===== config.mk =====
export PLATFORM = sky130hd
export DESIGN_NAME = ram_dp_be_flat
export DESIGN_NICKNAME = d
export VERILOG_FILES = /design/src/rtl/ram_pkg.sv /design/src/rtl/ram_dp_be_if.sv /design/src/rtl/ram_clear_seq.sv /design/src/rtl/ram_dp_be.sv /design/src/flat_wrapper.sv
export SDC_FILE = /design/constraint.sdc
export NUM_CORES = 2
export LEC_CHECK = 0
export BUFFER_PORTS_ARGS = -buffer_cell sky130_fd_sc_hd__buf_2
export CAP_MARGIN = 20
export CORE_MARGIN = 10
export CORE_UTILIZATION = 51
export DETAILED_ROUTE_END_ITERATION = 7
export PLACE_DENSITY = 0.66
export SLEW_MARGIN = 30
export SYNTH_ARGS = -nofsm -noshare
export SYNTH_HDL_FRONTEND = slang
export SYNTH_SLANG_ARGS = --single-unit

===== constraint.sdc =====
create_clock -name i_clk -period 9.86 [get_ports i_clk]
set_input_delay 1.972 -clock i_clk [delete_from_list [all_inputs] [get_ports i_clk]]
set_output_delay 1.972 -clock i_clk [all_outputs]
set_load 0.05 [all_outputs]

===== src/rtl/ram_pkg.sv =====
// ----------------------------------------------------------------------------
// ram_pkg
// Shared types and constants for the dual-port byte-enable RAM (ram_dp_be).
//   state_t  : init-sweep sequencer states (ST_INIT, ST_RUN)
//   SEG_DEF  : default byte-lane width in bits
// ----------------------------------------------------------------------------
package ram_pkg;

   typedef enum logic {
      ST_INIT = 1'b0,
      ST_RUN  = 1'b1
   } state_t;

   localparam int SEG_DEF = 8;

endpackage


===== src/rtl/ram_dp_be_if.sv =====
// ----------------------------------------------------------------------------
// ram_dp_be_if
// Bus bundle for ram_dp_be: write port, read port and ready status.
//   master : drives i_wr_* / i_rd_*, observes o_rd_data, o_rd_valid, o_ready
//   slave  : the RAM side (opposite directions)
// Parameters BREITE (data width), TIEFE (address width), SEG (lane width).
// ----------------------------------------------------------------------------
interface ram_dp_be_if
   import ram_pkg::*;
#(
   parameter int BREITE = 16,
   parameter int TIEFE  = 8,
   parameter int SEG    = SEG_DEF
);
   localparam int NSEG = BREITE / SEG;

   logic              i_wr_en;
   logic [TIEFE-1:0]  i_wr_addr;
   logic [NSEG-1:0]   i_wr_be;
   logic [BREITE-1:0] i_wr_data;
   logic              i_rd_en;
   logic [TIEFE-1:0]  i_rd_addr;
   logic [BREITE-1:0] o_rd_data;
   logic              o_rd_valid;
   logic              o_ready;

   modport master (
      output i_wr_en, i_wr_addr, i_wr_be, i_wr_data, i_rd_en, i_rd_addr,
      input  o_rd_data, o_rd_valid, o_ready
   );

   modport slave (
      input  i_wr_en, i_wr_addr, i_wr_be, i_wr_data, i_rd_en, i_rd_addr,
      output o_rd_data, o_rd_valid, o_ready
   );
endinterface


===== src/rtl/ram_clear_seq.sv =====
// ----------------------------------------------------------------------------
// ram_clear_seq
// Post-reset clearing sequencer: walks every address once, then parks in RUN.
//   i_clk        clock (posedge)
//   i_rst_n      asynchronous active-low reset; restarts the sweep at address 0
//   o_init_addr  address being cleared this cycle
//   o_init_we    1 while the sweep writes (whole word, all lanes)
//   o_ready      registered; 1 from the cycle after the last word is cleared
// ----------------------------------------------------------------------------
module ram_clear_seq
   import ram_pkg::*;
#(
   parameter int TIEFE = 8
) (
   input  logic             i_clk,
   input  logic             i_rst_n,
   output logic [TIEFE-1:0] o_init_addr,
   output logic             o_init_we,
   output logic             o_ready
);

   state_t         r_state;
   logic [TIEFE:0] r_cnt;
   logic           r_ready;
   logic [TIEFE:0] w_cnt_next;

   // One extra counter bit: its MSB going high marks the final word written,
   // so the counter never wraps back onto address 0.
   assign w_cnt_next = r_cnt + {{TIEFE{1'b0}}, 1'b1};

   always_ff @(posedge i_clk or negedge i_rst_n) begin
      if (!i_rst_n) begin
         r_state <= ST_INIT;
         r_cnt   <= '0;
         r_ready <= 1'b0;
      end else begin
         case (r_state)
            ST_INIT: begin
               r_cnt <= w_cnt_next;
               if (w_cnt_next[TIEFE]) begin
                  r_state <= ST_RUN;
                  r_ready <= 1'b1;
               end
            end
            ST_RUN:  r_state <= ST_RUN;
            default: r_state <= ST_INIT;
         endcase
      end
   end

   assign o_init_addr = r_cnt[TIEFE-1:0];
   assign o_init_we   = (r_state == ST_INIT);
   assign o_ready     = r_ready;

endmodule


===== src/rtl/ram_dp_be.sv =====
// ----------------------------------------------------------------------------
// ram_dp_be
// Simple dual-port synchronous RAM with byte-lane write enables, registered
// read (latency 1) with valid strobe, and a clearing sweep after reset.
//   i_clk    clock (posedge)
//   i_rst_n  asynchronous active-low reset (memory contents are not reset)
//   io_bus   ram_dp_be_if.slave: write port, read port, o_ready
// Build option: define RAM_BYPASS_EN for write-first behaviour on a
// same-address same-cycle read/write; otherwise reads are read-first.
// ----------------------------------------------------------------------------
module ram_dp_be
   import ram_pkg::*;
#(
   parameter int                 BREITE    = 16,
   parameter int                 TIEFE     = 8,
   parameter int                 SEG       = SEG_DEF,
   parameter logic [BREITE-1:0]  INIT_WERT = '0
) (
   input  logic        i_clk,
   input  logic        i_rst_n,
   ram_dp_be_if.slave  io_bus
);

   localparam int NSEG  = BREITE / SEG;
   localparam int DEPTH = 1 << TIEFE;

   logic [BREITE-1:0] r_mem [DEPTH];
   logic [BREITE-1:0] r_rd_data;
   logic              r_rd_valid;

   logic [TIEFE-1:0]  w_init_addr;
   logic              w_init_we;
   logic              w_ready;
   logic              w_user_we;
   logic              w_rd_fire;
   logic [TIEFE-1:0]  w_wr_addr;
   logic [BREITE-1:0] w_wr_data;
   logic [NSEG-1:0]   w_lane_we;
   logic [BREITE-1:0] w_rd_old;
   logic [BREITE-1:0] w_rd_word;

   ram_clear_seq #(.TIEFE(TIEFE)) u_clear_seq (
      .i_clk       (i_clk),
      .i_rst_n     (i_rst_n),
      .o_init_addr (w_init_addr),
      .o_init_we   (w_init_we),
      .o_ready     (w_ready)
   );

   // User requests are only honoured once the sweep has finished.
   assign w_user_we = w_ready & io_bus.i_wr_en;
   assign w_rd_fire = w_ready & io_bus.i_rd_en;

   assign w_wr_addr = w_init_we ? w_init_addr : io_bus.i_wr_addr;
   assign w_wr_data = w_init_we ? INIT_WERT   : io_bus.i_wr_data;

   generate
      for (genvar gi = 0; gi < NSEG; gi++) begin : g_lane_we
         assign w_lane_we[gi] = w_init_we | (w_user_we & io_bus.i_wr_be[gi]);
      end
   endgenerate

   // Memory array: no reset so it maps onto block RAM.
   always_ff @(posedge i_clk) begin
      for (int k = 0; k < NSEG; k++) begin
         if (w_lane_we[k]) begin
            r_mem[w_wr_addr][k*SEG +: SEG] <= w_wr_data[k*SEG +: SEG];
         end
      end
   end

   assign w_rd_old = r_mem[io_bus.i_rd_addr];

`ifdef RAM_BYPASS_EN
   // Write-first: lanes being written to the address being read are taken
   // from the write data, the rest from the stored word.
   generate
      for (genvar gi = 0; gi < NSEG; gi++) begin : g_bypass
         assign w_rd_word[gi*SEG +: SEG] =
            (w_user_we && io_bus.i_wr_be[gi] && (io_bus.i_wr_addr == io_bus.i_rd_addr))
               ? io_bus.i_wr_data[gi*SEG +: SEG]
               : w_rd_old[gi*SEG +: SEG];
      end
   endgenerate
`else
   assign w_rd_word = w_rd_old;
`endif

   always_ff @(posedge i_clk or negedge i_rst_n) begin
      if (!i_rst_n) begin
         r_rd_data  <= '0;
         r_rd_valid <= 1'b0;
      end else begin
         r_rd_valid <= w_rd_fire;
         if (w_rd_fire) begin
            r_rd_data <= w_rd_word;
         end
      end
   end

   assign io_bus.o_rd_data  = r_rd_data;
   assign io_bus.o_rd_valid = r_rd_valid;
   assign io_bus.o_ready    = w_ready;

endmodule


===== src/flat_wrapper.sv =====
// flat-port wrapper written by rule: the top's interface ports become plain ports
module ram_dp_be_flat import ram_pkg::*;
#(
   parameter int                 BREITE    = 16,
   parameter int                 TIEFE     = 8,
   parameter int                 SEG       = SEG_DEF,
   parameter logic [BREITE-1:0]  INIT_WERT = '0
)
  (i_clk, i_rst_n, io_bus_i_wr_en, io_bus_i_wr_addr, io_bus_i_wr_be, io_bus_i_wr_data, io_bus_i_rd_en, io_bus_i_rd_addr, io_bus_o_rd_data, io_bus_o_rd_valid, io_bus_o_ready);
  ram_dp_be_if #(.BREITE(BREITE), .TIEFE(TIEFE), .SEG(SEG)) io_bus_i ();
  input  logic i_clk;
  input  logic i_rst_n;
  input wire logic [$bits(io_bus_i.i_wr_en)-1:0] io_bus_i_wr_en;
  input wire logic [$bits(io_bus_i.i_wr_addr)-1:0] io_bus_i_wr_addr;
  input wire logic [$bits(io_bus_i.i_wr_be)-1:0] io_bus_i_wr_be;
  input wire logic [$bits(io_bus_i.i_wr_data)-1:0] io_bus_i_wr_data;
  input wire logic [$bits(io_bus_i.i_rd_en)-1:0] io_bus_i_rd_en;
  input wire logic [$bits(io_bus_i.i_rd_addr)-1:0] io_bus_i_rd_addr;
  output wire logic [$bits(io_bus_i.o_rd_data)-1:0] io_bus_o_rd_data;
  output wire logic [$bits(io_bus_i.o_rd_valid)-1:0] io_bus_o_rd_valid;
  output wire logic [$bits(io_bus_i.o_ready)-1:0] io_bus_o_ready;
  assign io_bus_i.i_wr_en = io_bus_i_wr_en;
  assign io_bus_i.i_wr_addr = io_bus_i_wr_addr;
  assign io_bus_i.i_wr_be = io_bus_i_wr_be;
  assign io_bus_i.i_wr_data = io_bus_i_wr_data;
  assign io_bus_i.i_rd_en = io_bus_i_rd_en;
  assign io_bus_i.i_rd_addr = io_bus_i_rd_addr;
  assign io_bus_o_rd_data = io_bus_i.o_rd_data;
  assign io_bus_o_rd_valid = io_bus_i.o_rd_valid;
  assign io_bus_o_ready = io_bus_i.o_ready;
  ram_dp_be #(.BREITE(BREITE), .TIEFE(TIEFE), .SEG(SEG), .INIT_WERT(INIT_WERT)) u_core (.i_clk(i_clk), .i_rst_n(i_rst_n), .io_bus(io_bus_i));
endmodule

Word-level counts from Yosys, hierarchy flattened:

Memories as Yosys holds them, arrays and structs flattened. A register that Yosys moved wholly into a read port is not among the register bits.
Index checks and enable logic that the tools add are counted.

* register bits: 12
* memory bits (writable): 4096
* output and inout bits: 18
* memories: 1

* add/subtract/negate cells: 1
* mux-type cells: 8
* bitwise gates (word level): 7
* reduce and logical (&&, ||, !) cells: 2

Memory list
* u_core.r_mem: words 256, bits a word 16, rd ports 1, clocked after Yosys merged registers in 1, wr ports 1, RTL line ram_dp_be.sv:27 `logic [BREITE-1:0] r_mem [DEPTH];`

Operators with widths (count)
* $mux W16: 1
* $add A9 B1 Y9 const B: 1
* $mux W8: 1
* $mux W1: 5
* $and A1 B1 Y1: 4
* $or A1 B1 Y1: 2
* $pmux W1 S2: 1
* $reduce_and A2 Y1: 1
* $logic_not A1 Y1: 1
* $not A1 Y1: 1

Logic depth before layout (Yosys ltp):

* depth in word-level cells: 5
* mapped depth: 13

Cells and area by module:

A second synthesis with hierarchy kept.

* cells, all modules: 8001
* area total of the unflattened synthesis: 161456.1 µm²

Modules (own cells, without submodules)
* ram_dp_be: times used 1, cells an instance 7953, area an instance 160911.8 µm²
* ram_clear_seq: times used 1, cells an instance 48, area an instance 544.3 µm²

Worst setup path before layout:

No wires, ideal clock.

* path type: input to register
* from: input port io_bus_i_wr_data[14]
* to: memory u_core.r_mem[0][14] (data pin)
* setup time: 869 ps
* data arrival time: 5216 ps
* path slack: 3775 ps
* stages on the path: 1
* buffers on the path: 0
* path through: and2_1

* cells in the longest elaborated chain, start to end: 1

Ends and longest elaborated chain
* start, declared: RTL line flat_wrapper.sv:16 `input wire logic [$bits(io_bus_i.i_wr_data)-1:0] io_bus_i_wr_data;`
* $mux W16: RTL line ram_dp_be.sv:55 `assign w_wr_data = w_init_we ? INIT_WERT : io_bus.i_wr_data;`
* end, declared: RTL line ram_dp_be.sv:27

Every way passes these cells.

==> flow_summary_export.csv <==
group,metric,value,unit
cells_and_area,finish.utilization,56.7,%
placed_design,gpl.final_weighted_congestion,0.818,
grt,grt_max_degree,189,
setup_path,r2r_start,"u_core.u_clear_seq.r_state$_DFF_PN0_",
floorplan,die_w,583,um
pwr,vdd_drop_max,0.159,mV
cells_and_area,fin_nets,8035,
synthesis,asr_flop_ratio_synth,0.679,%
timing,max_slew.worst_pin.slew,1.10,ns
cts,cts_repair_resize_count,0,
timing,max_freq,173,MHz
timing,worst_clock_skew,0.0799,ns
floorplan,die-area,340000,um2
job,drv.max_cap_violation_count,0,
synthesis,synth_cell_types,81,
timing,maxSlewHeadroom,26.6,%
setup_path,start_kind,"input port",
setup_path,worst_r2r_endpoint,"u_core.r_mem[157][14]$_DFFE_PP_",
synthesis,yosysMostFrequentCell,"edfxtp_1",
grt,wire_length_of_the_first_global_routing_pass,600000,um
cts,h-tree-depth,5,
synthesis,synth.avg_cell_area,20.5,um2
synthesis,synth_enable_flop_cells,4096,
setup_path,worstPathRequired,10.72,ns
routing,drc_violation_count_after_routing,0,
timing,final_max_slew_viol_count,0,
timing,finalSetupViolCount,0,
cts,cts.sink_count,4124,
cts,clk_transition_reported_paths,0.06,ns
grt,grt_util_all_layers,24.2,%
routing,drt-met1-wl,162000,um
cells_and_area,flow.area_growth_from_synthesis,10.6,%
setup_path,worst-endpoint-arrival,6.66,ns
setup_path,crit_path_max_fanout,115,
cts,cts.path.max_buffers,4,
cts,cts_tree,"built",
cells_and_area,fillerInstances,22900,
floorplan,pin_count,56,
routing,firstDrtPassIters,8,
outcome,outcome,"finished, final reports clean",
synthesis,synth.yosys.seq_area_share,76.6,%
pwr,p_leak,46.4,nW
pwr,powerDensity,198,nW/um2
routing,highest_layer,"met5",
setup_path,criticalPathCategory,"input port to flop",
grt,overflow,0,
min_path,whs_endpoint,"u_core.u_clear_seq.r_cnt[8]$_DFFE_PN0N_",
setup_path,ff2ff_path_depth,7,
synthesis,synth_top_area_share,76.1,%
synthesis,syn-num-nets,7902,
cts,post_cts_buffers,0,
placed_design,placement.io_buffers,55,
routing,detail_route.wirelength,420000,um
cts,clock_latency,0.97,ns
floorplan,floorplan.initialDensity,51.2,%
cells_and_area,drive_above_1_share,18.8,%
routing,antenna_left,0,
placed_design,preCtsSetupSlack,3.14,ns
routing,met3RoutedLength,41600,um
grt,number_of_global_route_vias_before_repair,80900,
cells_and_area,final-instance-count-excl-fill,12500,
routing,drt_iter0_markers,10600,
synthesis,largest_cells_by_area_after_synthesis,"edfxtp_1 76%, mux4_2 8.6%, mux2i_1 3.6%",
timing,setup_slack,4.07,ns
timing,finalWorstPathRequiredPeriod,5.79,ns
synthesis,yosys_warnings,0,
setup_path,critPathCaptureType,"flop",
synthesis,synth.cells.most_frequent,"4096 x edfxtp_1, 618 x mux4_2, 583 x mux2i_1, 572 x nor2_1, 184 x nand2_1",
timing,grt_setup_unrepaired,"false",
cts,holdBufCountCts,0,
floorplan,die_y,583,um
grt,antenna_found_initial,31,
routing,avgRoutedWirePerCell,33.6,um
min_path,hold_path_depth,1,
pwr,total_power,35.3,mW
routing,wl_met2,201000,um
floorplan,row_count,206,
placed_design,place_inst,11700,
cts,cts_buffers,411,
synthesis,ys_ff_latch,4124,
placed_design,dp.final_hpwl,249000,um
timing,final_hold_viols,0,
timing,finalSetupTns,0,ns
floorplan,core_region_area,315000,um2
synthesis,synth_area_leader_cell,"edfxtp_1",
synthesis,synth_area,162000,um2
synthesis,netlist_instances,7863,
routing,detailroute.via_count,81700,
min_path,holdCritPathClass,"flop to flop",
routing,via_per_inst,6.53,
min_path,worst_hold_startpoint,"u_core.u_clear_seq.r_cnt[8]$_DFFE_PN0N_",
setup_path,r2r_slack,5.25,ns
cts,cts_root_buffer,"clkbuf_16",
synthesis,synthFlopType,"edfxtp_1",
timing,post-route-period-util,58.8,%
## sequential cells by signal, summed over array words and instances, names as in the netlist
register	flops
u_core.u_clear_seq.r_state	1
u_core.u_clear_seq.o_ready	1
u_core.io_bus.o_rd_valid	1
u_core.u_clear_seq.r_cnt	9
u_core.r_mem	4096
u_core.io_bus.o_rd_data	16
## placed cells by master (no fill, tap or decap), types with 122 or more instances in the layout
master	synthesis	layout
buf_4	59	122
clkbuf_16	0	413
edfxtp_1	4096	4096
mux2i_1	583	583
mux4_1	122	122
mux4_2	618	618
nand2_1	184	168
nor2_1	572	546
o221ai_1	123	123
o22ai_1	174	173
## per-stage QoR
step | hold slack (ns) | area (um2)
3_3_place_gp | 0.495 | 165000
4_1_cts | 0.519 | 179000
6_report | 0.517 | 179000
3_5_place_dp | 0.506 | 165000
5_1_grt | 0.527 | 179000
2_1_floorplan | 0.485 | 162000
## where the power goes
group / switching (mW) / internal (mW) / total [mW]
Combinational: 0.587 / 0.293 / 0.880
Clock: 6.66 / 8.83 / 15.5
Sequential: 0 / 19.0 / 19.0
## layout make-up
class	count	area (um2)	share of cell area, %
repair buffers	218	2000	1.12
well taps	4160	5200	2.91
flip-flops and latches	4124	124000	69.2
inverters	11	46.3	0.0259
diodes	11	27.5	0.0154
clock inverters	252	2590	1.45
clock buffers	504	10700	5.99
multi-input cells	3230	34400	19.3
## layer usage
metal  global-route usage, %  up-vias
met2                    38.2     4561
met3                    4.98      728
met1                    33.9    43300
met4                    8.40       20
li1                        -    33100
met5                       0        -
## critical path: stages
cell and delay, ns:
buf_12 0.41, buf_12 0.59, buf_12 0.73, mux2i_1 0.17, o22ai_1 0.20, a211oi_1 0.11
a2111oi_0 0.94, o2111ai_1 0.63, o211ai_2 0.30
## cells by family after synthesis
group           synth area share, %
compound gates                 3.75
xor+xnor                     0.0434
fa+ha+maj                   0.00774
buf+inv                        2.33
flops                          76.6
mux                            14.6
simple gates                   2.67
## worst max-delay path by stage
| stage | startpoint | slack [ns] | cells after the start | to |
|---|---|---|---|---|
| finish | io_bus_i_rd_addr[0] | 4.07 | 9 | u_core.io_bus.o_rd_data[6]$_DFFE_PN0P_ |
| global route | io_bus_i_rd_addr[0] | 4.04 | 9 | u_core.io_bus.o_rd_data[6]$_DFFE_PN0P_ |
| CTS | io_bus_i_rd_addr[0] | 4.15 | 9 | u_core.io_bus.o_rd_data[6]$_DFFE_PN0P_ |
| detailed placement | io_bus_i_rd_addr[0] | 3.14 | 9 | u_core.io_bus.o_rd_data[6]$_DFFE_PN0P_ |
| global placement | io_bus_i_rd_addr[0] | 3.15 | 9 | u_core.io_bus.o_rd_data[6]$_DFFE_PN0P_ |
| floorplan | io_bus_i_wr_data[14] | 3.77 | 1 | u_core.r_mem[0][14]$_DFFE_PP_ |
(Power assumes the default switching activity.)
